### config.mk
export PLATFORM = sky130hd
export DESIGN_NAME = sim_uart_console_bridge
export DESIGN_NICKNAME = d
export VERILOG_FILES = /design/src/rtl/sim_uart_console_bridge.sv
export SDC_FILE = /design/constraint.sdc
export NUM_CORES = 1
export LEC_CHECK = 0
export CELL_PAD_IN_SITES_DETAIL_PLACEMENT = 0
export CELL_PAD_IN_SITES_GLOBAL_PLACEMENT = 1
export CORE_MARGIN = 2
export CORE_UTILIZATION = 30
export CTS_BUF_LIST = sky130_fd_sc_hd__clkbuf_4
export CTS_CLUSTER_SIZE = 28
export DETAILED_ROUTE_END_ITERATION = 10
export PLACE_DENSITY_LB_ADDON = 0.1
export RECOVER_POWER = 50
export SYNTH_ARGS = -nofsm -noshare
export SYNTH_HDL_FRONTEND = slang
export SYNTH_SLANG_ARGS = --single-unit
### constraint.sdc
create_clock -name clock -period 28.4 [get_ports clock]
set_clock_uncertainty 0.15 [all_clocks]
set_input_delay 2.84 -clock clock [delete_from_list [all_inputs] [get_ports clock]]
set_output_delay 2.84 -clock clock [all_outputs]
set_load 0.05 [all_outputs]
### src/rtl/sim_uart_console_bridge.sv
// sim_uart_console_bridge
// Glue between SimTop's UART pins and the simulation host.
// RX: host-injected characters are queued in a small FIFO and returned to
// SimTop polls with zero latency; EMPTY_CH is returned when nothing is queued.
// TX: SimTop's output characters are gathered into a line buffer that is
// handed to the host in one piece on newline, when the buffer is full, or on
// an explicit flush request.
module sim_uart_console_bridge #(
    parameter int unsigned RX_DEPTH = 16,
    parameter int unsigned TX_LINE  = 64,
    parameter logic [7:0]  EMPTY_CH = 8'hff
) (
    input  logic                         clock,
    input  logic                         reset,
    // SimTop side
    input  logic                         uart_out_valid,
    input  logic [7:0]                   uart_out_ch,
    input  logic                         uart_in_valid,
    output logic [7:0]                   uart_in_ch,
    // host RX injection
    input  logic                         host_rx_valid,
    output logic                         host_rx_ready,
    input  logic [7:0]                   host_rx_ch,
    // host TX line hand-off
    output logic                         host_tx_valid,
    input  logic                         host_tx_ready,
    output logic [8*TX_LINE-1:0]         host_tx_data,
    output logic [$clog2(TX_LINE+1)-1:0] host_tx_len,
    input  logic                         tx_flush,
    output logic [31:0]                  tx_drop_cnt
);

    // Pointer width carries one extra wrap bit so full and empty differ.
    localparam int unsigned PW = $clog2(RX_DEPTH);
    localparam int unsigned LW = $clog2(TX_LINE + 1);
    localparam int unsigned IW = $clog2(TX_LINE);
    localparam logic [LW-1:0] LINE_FULL = LW'(TX_LINE);
    localparam logic [7:0]    NEWLINE   = 8'h0A;

    typedef enum logic {
        TX_FILL  = 1'b0,
        TX_FLUSH = 1'b1
    } tx_state_e;

    // ------------------------------------------------------------------
    // RX FIFO state
    // ------------------------------------------------------------------
    logic [7:0]  rx_mem_q [RX_DEPTH];
    logic [7:0]  rx_mem_d [RX_DEPTH];
    logic [PW:0] rx_wr_ptr_q, rx_wr_ptr_d;
    logic [PW:0] rx_rd_ptr_q, rx_rd_ptr_d;
    logic        rx_empty;
    logic        rx_full;
    logic        rx_push;
    logic        rx_pop;

    // ------------------------------------------------------------------
    // TX line buffer state
    // ------------------------------------------------------------------
    tx_state_e   tx_state_q, tx_state_d;
    logic [7:0]  tx_line_q [TX_LINE];
    logic [7:0]  tx_line_d [TX_LINE];
    logic [LW-1:0] tx_count_q, tx_count_d;
    logic [31:0] tx_drop_q, tx_drop_d;

    // Occupancy flags from the wrap-bit pointer pair, plus handshake decode.
    always_comb begin
        rx_empty      = (rx_wr_ptr_q == rx_rd_ptr_q);
        rx_full       = (rx_wr_ptr_q[PW] != rx_rd_ptr_q[PW]) &&
                        (rx_wr_ptr_q[PW-1:0] == rx_rd_ptr_q[PW-1:0]);
        host_rx_ready = !rx_full;
        rx_push       = host_rx_valid && !rx_full;
        rx_pop        = uart_in_valid && !rx_empty;
        uart_in_ch    = rx_empty ? EMPTY_CH : rx_mem_q[rx_rd_ptr_q[PW-1:0]];
    end

    // Next FIFO contents and pointers; push and pop are independent, so a
    // push blocked by full stays blocked even if a pop happens this cycle.
    always_comb begin
        rx_mem_d    = rx_mem_q;
        rx_wr_ptr_d = rx_wr_ptr_q;
        rx_rd_ptr_d = rx_rd_ptr_q;
        if (rx_push) begin
            rx_mem_d[rx_wr_ptr_q[PW-1:0]] = host_rx_ch;
            rx_wr_ptr_d = rx_wr_ptr_q + (PW+1)'(1);
        end
        if (rx_pop) begin
            rx_rd_ptr_d = rx_rd_ptr_q + (PW+1)'(1);
        end
    end

    // RX FIFO registers.
    always_ff @(posedge clock or posedge reset) begin
        if (reset) begin
            rx_wr_ptr_q <= '0;
            rx_rd_ptr_q <= '0;
            for (int i = 0; i < int'(RX_DEPTH); i++) begin
                rx_mem_q[i] <= '0;
            end
        end else begin
            rx_wr_ptr_q <= rx_wr_ptr_d;
            rx_rd_ptr_q <= rx_rd_ptr_d;
            rx_mem_q    <= rx_mem_d;
        end
    end

    // TX line FSM: append in FILL, hold the line for the host in FLUSH and
    // count any characters that arrive while the line is being handed off.
    always_comb begin
        tx_state_d = tx_state_q;
        tx_line_d  = tx_line_q;
        tx_count_d = tx_count_q;
        tx_drop_d  = tx_drop_q;
        unique case (tx_state_q)
            TX_FILL: begin
                if (uart_out_valid) begin
                    tx_line_d[tx_count_q[IW-1:0]] = uart_out_ch;
                    tx_count_d = tx_count_q + LW'(1);
                    if ((uart_out_ch == NEWLINE) || (tx_count_d == LINE_FULL)) begin
                        tx_state_d = TX_FLUSH;
                    end
                end
                if (tx_flush && (tx_count_d != '0)) begin
                    tx_state_d = TX_FLUSH;
                end
            end
            TX_FLUSH: begin
                if (uart_out_valid && (tx_drop_q != 32'hffff_ffff)) begin
                    tx_drop_d = tx_drop_q + 32'd1;
                end
                if (host_tx_ready) begin
                    for (int i = 0; i < int'(TX_LINE); i++) begin
                        tx_line_d[i] = '0;
                    end
                    tx_count_d = '0;
                    tx_state_d = TX_FILL;
                end
            end
            default: begin
                tx_state_d = TX_FILL;
            end
        endcase
    end

    // TX registers; reset drops any partial or pending line at once.
    always_ff @(posedge clock or posedge reset) begin
        if (reset) begin
            tx_state_q <= TX_FILL;
            tx_count_q <= '0;
            tx_drop_q  <= '0;
            for (int i = 0; i < int'(TX_LINE); i++) begin
                tx_line_q[i] <= '0;
            end
        end else begin
            tx_state_q <= tx_state_d;
            tx_count_q <= tx_count_d;
            tx_drop_q  <= tx_drop_d;
            tx_line_q  <= tx_line_d;
        end
    end

    // Host-facing view of the line; unused bytes are already zero.
    always_comb begin
        host_tx_valid = (tx_state_q == TX_FLUSH);
        host_tx_len   = (tx_state_q == TX_FLUSH) ? tx_count_q : '0;
        tx_drop_cnt   = tx_drop_q;
        host_tx_data  = '0;
        for (int i = 0; i < int'(TX_LINE); i++) begin
            host_tx_data[8*i +: 8] = tx_line_q[i];
        end
    end

endmodule

After elaboration in Yosys (flattened, before gate mapping)
Index checks and enable logic that the tools add are counted.
Widths: inputs -> output; s select.
- add/sub/neg operators: 4
- $lt $le $gt $ge: 5
- equal/unequal tests: 8
- mux-type cells: 23
- bitwise gates (word level): 4
- reduce and logical (&&, ||, !) cells: 13
- operators with widths (kind ; number):
    $mux 512 ; 2
    $pmux 512 s2 ; 1
    $bwmux 512 ; 1
    $bwmux 128 ; 1
    $demux 8 s6 ; 1
    $mux 8 ; 5
    $add 32x1->32 const B ; 1
    $bmux 8 s4 ; 1
    $demux 8 s4 ; 1
    $ne 32x32->1 const B ; 1
    $mux 7 ; 4
    $pmux 7 s2 ; 1
    $add 5x1->5 const B ; 2
    $ge 5x5->1 const B ; 2
    $not 4->5 ; 2
    $eq 8x4->1 const B ; 1
    $add 7x1->7 const B ; 1
    $eq 7x7->1 const B ; 1
    $ge 7x7->1 const B ; 1
    $logic_and 1x1->1 ; 7
    $lt 7x1->1 const B ; 1
    $not 6->7 ; 1
    $reduce_bool 7->1 ; 1
    $eq 5x5->1 ; 1
    10 further kinds ; 16
- bits in registers: 690
- output and inout port bits: 561

Logic depth before layout (Yosys ltp)
Gate-level depths: netlist (run 1).
- depth in word-level cells: 8
- mapped depth: 7

Least setup slack after synthesis (run 1)
No wires, ideal clock.
- path type: flip-flop to output port
- start: register tx_state_q (netlist: host_tx_valid)
- end: output port host_tx_len[6]
- arrival time: 2062 ps
- data required time: 25410 ps
- slack: 23348 ps
- stages on the path, launching flop included: 5
- cell sequence: dfrtp_1 -> clkbuf_1 -> clkbuf_1 -> clkbuf_1 -> and2_1
- longest elaborated chain between the ends: 1
- ends and longest elaborated chain (what ; line ; text):
    start, declared ; 60 ; tx_state_e tx_state_q, tx_state_d;
    start signal, assigned ; 155 ; tx_state_q <= tx_state_d;
    $mux 7 ; 165 ; host_tx_len = (tx_state_q == TX_FLUSH) ? tx_count_q : '0;
    end, declared ; 28 ; output logic [$clog2(TX_LINE+1)-1:0] host_tx_len,
Every way passes these cells.

==> summary.md, run 1 <==
| Metric | Value |
|---|---|
| Status | `finished, violations left` |
| Failing checks | `capacitance limit, slew limit` |
| Fill cell count | `roughly 8600` |
| Die height | `307 um` |
| Final WL | `~110 mm` |
| CP Class | `in2async` |
| Routed length per instance | `approximately 27 um` |
| CTS max path bufs | `3` |
| Max incr delay on CP | `2.91 ns` |
| Slew margin rel. | `-2.50` |
| Cell taking the most area after synthesis | `dfrtp_1` |
| Total GRT Usage | `0.222` |
| Root Buffer | `clkbuf_4` |
| Vias per cell | `between 5 and 6` |
| Pwr per Cell Area | `84.5 nW/um2` |
| Total gr overflow | `0` |
| Post-Route Setup TNS | `0 ns` |
| Initial antenna violation count | `4` |
| Syn Area/Cell | `around 14 um2` |
| Die area | `93900 um2` |
| IO buf count | `around 580` |
| Area added between synthesis and finish | `32.9%` |
| Register area share after synthesis | `0.629` |
| Asr flop ratio synth | `1.00` |
| Commonest non-fill, non-tap cell in the layout | `dfrtp_1` |
| Max-cap viol count | `15` |
| Crit path buffers/inverters | `4` |
| Pre-CTS setup slack | `between 20 and 25 ns` |
| Syn nets | `1928` |
| Library cells used by synthesis | `57` |
| Post-synth top area share | `0.629` |
| Final WS setup | `17.36 ns` |
| Share of post-route cells with drive strength above 1 | `0.176` |
| Most Frequent Cell on Critical Path | `clkbuf_1` |
| Gpl congestion | `0.800` |
| EDFF count, synth | `0` |
| Io pins | `584` |
| Largest cells by area after synthesis | `dfrtp_1 (63%), a22o_1 (16%), mux2_2 (4.1%)` |
| Setup violators final | `0` |
| Slowest CP cell | `clkinvlp_2` |
| CP delay by family, top | `buffers and inverters` |
| Largest net degree at the start of global routing | `114` |
| Final hold vios | `0` |
| Post-CTS repair timing setup buffer count | `0` |
| First-pass DRT Iterations | `5` |
| Leak pwr | `0.0162 uW` |
| CTS Sinks | `690` |
| Layout net count | `2616` |
| CTS hold repair buffers | `0` |
| Synth Cell Area | `between 20000 and 30000 um2` |
| Mapped Cells | `1898` |
| Detailed-route DRC error count | `0` |
| Fin crit share | `0.389` |
| CTS Buf Count | `between 150 and 200` |
| Critical Path End Type | `asynchronous set/reset pin` |
| Worst-path maximum fanout | `between 100 and 150` |
| Starting Density | `0.304` |
| 1st-iter DRT viols | `roughly 1200` |
| Flop2flop setup slack | `21.87 ns` |
| Clk Latency, worst-skew pair | `1.03 ns` |
| Synthesized flop and latch total | `690` |
| Min Tclk post-route | `11.04 ns` |
| First-pass GRT wire length | `153 mm` |
| Max-slew violation count | `759` |
| CTS tree | `yes` |
| Startpoint Class | `input port` |
| Reg clk slew, reported paths | `approximately 0.060 ns` |
| Htree depth | `4` |
| Vias | `20455` |
| Top FF cell, synth | `dfrtp_1` |
| Worst-Margin Slew | `5.22 ns` |
| Detail Placement HPWL | `68.5 mm` |
| Critical-path cell list | `dlygate4sd3_1 > clkinvlp_2 > clkbuf_1 > clkbuf_1` |
| Most frequent cells in the layout | `dfrtp_1 (688), clkdlybuf4s50_1 (579), a22o_1 (512), clkbuf_4 (289), mux2_2 (99)` |
| Worst Path Arrival | `11.33 ns` |
| Worst vdd ir | `0.0000401 V` |
| FP Rows | `110` |
| Total core area | `~90000 um2` |
| Data required, critical path | `28.69 ns` |
| YS warnings | `0` |
| Die width | `around 310 um` |
| F_max | `90.6 MHz` |
| Unrepaired setup endpoints after global routing | `no` |
| Post-CTS sizing | `0` |
| Worst min-delay path class | `reg2reg` |
| Via count of the first global-routing pass | `about 21000` |
| Post-route ant nets | `0` |
[cell usage after synthesis (8+ instances only)]
master,number
nand3_1,20
or2_1,9
nand2_1,43
o21ai_1,18
a22o_1,512
nand4_1,21
mux4_1,20
mux4_2,20
nor2b_1,8
mux2_4,32
xor2_1,15
buf_1,11
buf_2,21
clkbuf_1,69
nor2_1,51
nor2_2,40
o21ai_2,40
dfrtp_1,690
xnor2_1,33
and2_1,16
mux2_2,100
inv_1,14
a21oi_1,11
[final cells by class]
class,count,area (um2),area share
Sequential cell,690,17300,0.473
Multi-Input combinational cell,1076,9280,0.254
Timing Repair Buffer,609,5990,0.164
Clock buffer,289,2170,0.0595
Tap cell,1176,1470,0.0403
Clock inverter,48,231,0.00634
Inverter,19,72.6,0.00199
Antenna cell,3,7.51,0.000206
[registers in the layout, summed over array words and instances (netlist names)]
name           flops
host_tx_data     512
host_tx_valid      1
rx_mem_q         128
rx_rd_ptr_q        5
rx_wr_ptr_q        5
tx_count_q         7
tx_drop_cnt       32
[cell families (layout without fill, tap and decap cells)]
kind of cell	count (synthesis)	in the layout	share of synthesized area
AOI/OAI and AO/OA	604	604	0.188
xor gates and xnor gates	49	49	0.0159
adders and majority gates	7	7	0.00319
buffers and inverters	132	965	0.0218
DFF	690	690	0.629
muxes	173	173	0.0944
other	0	3	0
and+or+nand+nor	243	243	0.0479
[path summary, 6_finish.rpt]
| path | start | endpoint | depth (start not counted) |
|---|---|---|---|
| min in group asynchronous | reset | host_tx_data[283] | 2 |
| max in group clock | uart_out_valid | host_tx_data[157] | 7 |
| worst max register to register | host_tx_valid | host_tx_data[157] | 5 |
| worst min register to register | rx_mem_q[120] | rx_mem_q[120] | 1 |
| worst max-delay path | reset | host_tx_data[462] | 4 |
| worst min-delay path | rx_mem_q[120] | rx_mem_q[120] | 1 |
[power breakdown]
group	internal, uW	switching, uW
registers	1120	108
logic	339	618
clock network	471	432
[worst reg2reg max path: stages (launching register included)]
cell and delay (ns):
dfrtp_4 0.59, nor2b_2 0.13, clkbuf_1 0.60, and2_0 1.62, clkbuf_1 2.83, a22o_1 0.49
[per-stage QoR]
step	area, um2	power [uW]	hold slack [ns]	util	instances
2_1_floorplan	27500	1910	0.322	-	1898
3_3_place_gp	34500	2240	0.331	0.382	3570
3_5_place_dp	34500	2260	0.330	0.382	3570
4_1_cts	36900	3190	0.349	0.408	3907
5_1_grt	36500	3250	0.356	0.404	3910
6_report	36500	3080	0.342	0.404	3910
[metal layers]
layer	wire length, um	global-route usage	part of all wire	up-vias
met4	3230	0.0860	0.030	2
met2	48800	0.343	0.46	792
met5	11	0	0.00010	-
met1	44300	0.282	0.42	10732
met3	9460	0.0857	0.089	177
li1	-	-	-	8752
No activity file was read; power rests on OpenSTA's default activity.
==> run 2: changes to the inputs <==
==> constraint.sdc (replaced) <==
create_clock -name clock -period 10.06 [get_ports clock]
set_clock_uncertainty 0.15 [all_clocks]
set_input_delay 1.006 -clock clock [delete_from_list [all_inputs] [get_ports clock]]
set_output_delay 1.006 -clock clock [all_outputs]
set_load 0.05 [all_outputs]
==> summary.md, run 2 (same netlist as run 1, synthesis figures left out) <==
| Metric | Value |
|---|---|
| Hold_ws | `0.332 ns (-0.0100 ns)` |
| WL met2 | `49.1 mm (+0.56%)` |
| Startpoint Class | `flop` |
| Psw | `3310 uW (+190%)` |
| CTS Buf Count | `192 (+1.1%)` |
| Status | `finished, violations left` |
| Max incr delay on CP | `3.03 ns (+0.12 ns)` |
| Clock share of power | `0.298 (+0.005)` |
| Vias per cell | `5.20 (-0.58%)` |
| Seq pwr share | `0.396 (about the same)` |
| Layout net count | `2612 (-0.15%)` |
| CTS max path bufs | `3 (unchanged)` |
| CP Class | `reg2reg` |
| Commonest non-fill, non-tap cell in the layout | `dfrtp_1` |
| Max-cap viol count | `7 (-8)` |
| CP delay by family, top | `buffers and inverters` |
| Most Frequent Cell on Critical Path | `clkbuf_1` |
| Setup violators final | `0 (unchanged)` |
| First-pass GRT wire length | `154 mm (+0.46%)` |
| Vias | `20363 (-0.45%)` |
| Unrepaired setup endpoints after global routing | `no` |
| Fin crit share | `0.682` |
| Pwr per Cell Area | `240 nW/um2 (+180%)` |
| Final WL | `106 mm (-0.12%)` |
| Io pins | `584 (unchanged)` |
| P_int | `5490 uW (+190%)` |
| Non-filler cells, final | `3915 (+0.13%)` |
| DRT met1 WL | `44.8 mm (+0.92%)` |
| CTS tree | `yes` |
| Max-slew violation count | `407 (-46%)` |
| Area added between synthesis and finish | `33.7%` |
| CTS hold repair buffers | `0 (unchanged)` |
| F_max | `146 MHz` |
| Die width | `307 um (unchanged)` |
| Post-Route Setup TNS | `0 ns (unchanged)` |
| FP Rows | `110 (unchanged)` |
| Total GRT Usage | `0.222 (about the same)` |
| Initial antenna violation count | `4 (unchanged)` |
| Worst-Margin Slew | `4.59 ns (-0.636 ns)` |
| Data required, critical path | `10.85 ns (-17.84 ns)` |
| Gpl congestion | `0.786 (-1.8%)` |
| Worst vdd ir | `0.000102 V (+150%)` |
| Critical-path cell list | `nor2b_1 > clkbuf_1 > and2_4 > clkbuf_1 > a22o_1` |
| Reg clk slew, reported paths | `0.06 ns (about the same)` |
| Most frequent cells in the layout | `dfrtp_1 (689), clkdlybuf4s50_1 (582), a22o_1 (512), clkbuf_4 (291), mux2_2 (99)` |
| Largest register FFs | `512 (unchanged)` |
| Via count of the first global-routing pass | `21489 (+0.59%)` |
| 1st-iter DRT viols | `1253 (+0.80%)` |
| WL met3 | `8.63 mm (-8.8%)` |
| Starting Density | `0.304 (unchanged)` |
| Cells after DPL | `3564 (-0.17%)` |
| Root Buffer | `clkbuf_4` |
| Detailed-route DRC error count | `0 (unchanged)` |
| Total power after layout | `8800 uW (+190%)` |
| First-pass DRT Iterations | `5 (unchanged)` |
| Slew margin rel. | `-2.06 (+0.443)` |
| Worst min-delay path class | `reg2reg` |
| Htree depth | `4 (unchanged)` |
| Final hold vios | `0 (unchanged)` |
| Die area | `93900 um2 (unchanged)` |
| Crit path buffers/inverters | `2 (-2)` |
| Clk Latency, worst-skew pair | `1.03 ns (about the same)` |
| Routed length per instance | `27.0 um (-0.25%)` |
| Worst Path Arrival | `7.64 ns (-3.69 ns)` |
| CTS Sinks | `690 (unchanged)` |
| IO buf count | `583 (unchanged)` |
| Total core area | `90300 um2 (unchanged)` |
| Die height | `307 um (unchanged)` |
| Failing checks | `capacitance limit, slew limit` |
| Leak pwr | `0.0163 uW (+0.57%)` |
| Post-route ant nets | `0 (unchanged)` |
| Detail Placement HPWL | `67.3 mm (-1.7%)` |
| Critical Path End Type | `flop` |
| Largest net degree at the start of global routing | `172 (+51%)` |
| Highest routed layer | `met4` |
| Post-CTS sizing | `0 (unchanged)` |
| Worst-path maximum fanout | `47 (-58%)` |
| Switch share | `0.376 (+0.000619)` |
| Combinational power share | `0.306 (-0.005)` |
| Slowest CP cell | `clkbuf_1` |
| Total gr overflow | `0 (unchanged)` |
| Min Tclk post-route | `6.86 ns` |
| Post-CTS repair timing setup buffer count | `0 (unchanged)` |
| Share of post-route cells with drive strength above 1 | `0.187 (+0.0113)` |
==> run 2: changes by cell type in the layout (fill, tap and decap cells not counted), sizes merged, moves of 2 or more <==
cell,previous run,this run
dlygate4sd3,4,1
clkbuf,301,296
clkinv,43,53
clkdlybuf4s50,579,582
clkinvlp,5,3
==> run 2: worst paths after layout <==
path                                from                end  slack, ns  cells after the start
max in group asynchronous          reset     rx_rd_ptr_q[0]       4.87                      4
hold / removal             rx_mem_q[119]      rx_mem_q[119]       0.33                      1
hold reg to reg            rx_mem_q[119]      rx_mem_q[119]       0.33                      1
min in group asynchronous          reset       rx_mem_q[47]       2.10                      3
setup reg to reg           host_tx_valid  host_tx_data[358]       3.20                      5
setup / recovery           host_tx_valid  host_tx_data[358]       3.20                      5
==> run 2: through the flow <==
stage | setup slack [ns] | area, um2 | utilization
finish | 3.20 | 36700 | 0.406
floorplan | -0.538 | 27500 | -
CTS | 4.58 | 37000 | 0.409
detailed placement | 5.71 | 34500 | 0.382
global route | 2.98 | 36700 | 0.406
global placement | 5.78 | 34500 | 0.382
==> run 2: layout make-up <==
type	count	area [um2]
clock buffer	291	2180
fill	8636	53600
inverter	19	75.1
timing repair buffer	603	6010
multi-input combinational	1076	9380
tap	1176	1470
clock inverter	58	312
antenna	2	5.00
sequential	690	17300
==> run 2: power by group through the flow <==
stage	Clock (uW)	Sequential (uW)	Combinational, uW
3_3_place_gp	0	3530	2810
4_1_cts	2730	3500	2850
3_5_place_dp	0	3550	2840
6_report	2620	3490	2690
5_1_grt	2890	3540	2870
2_1_floorplan	0	3700	1690
==> run 2: per-layer routing <==
metal,vias to the layer above,global-route usage
met5,-,0
met1,10633,0.283
met2,779,0.347
li1,8757,-
met4,0,0.0824
met3,194,0.0811
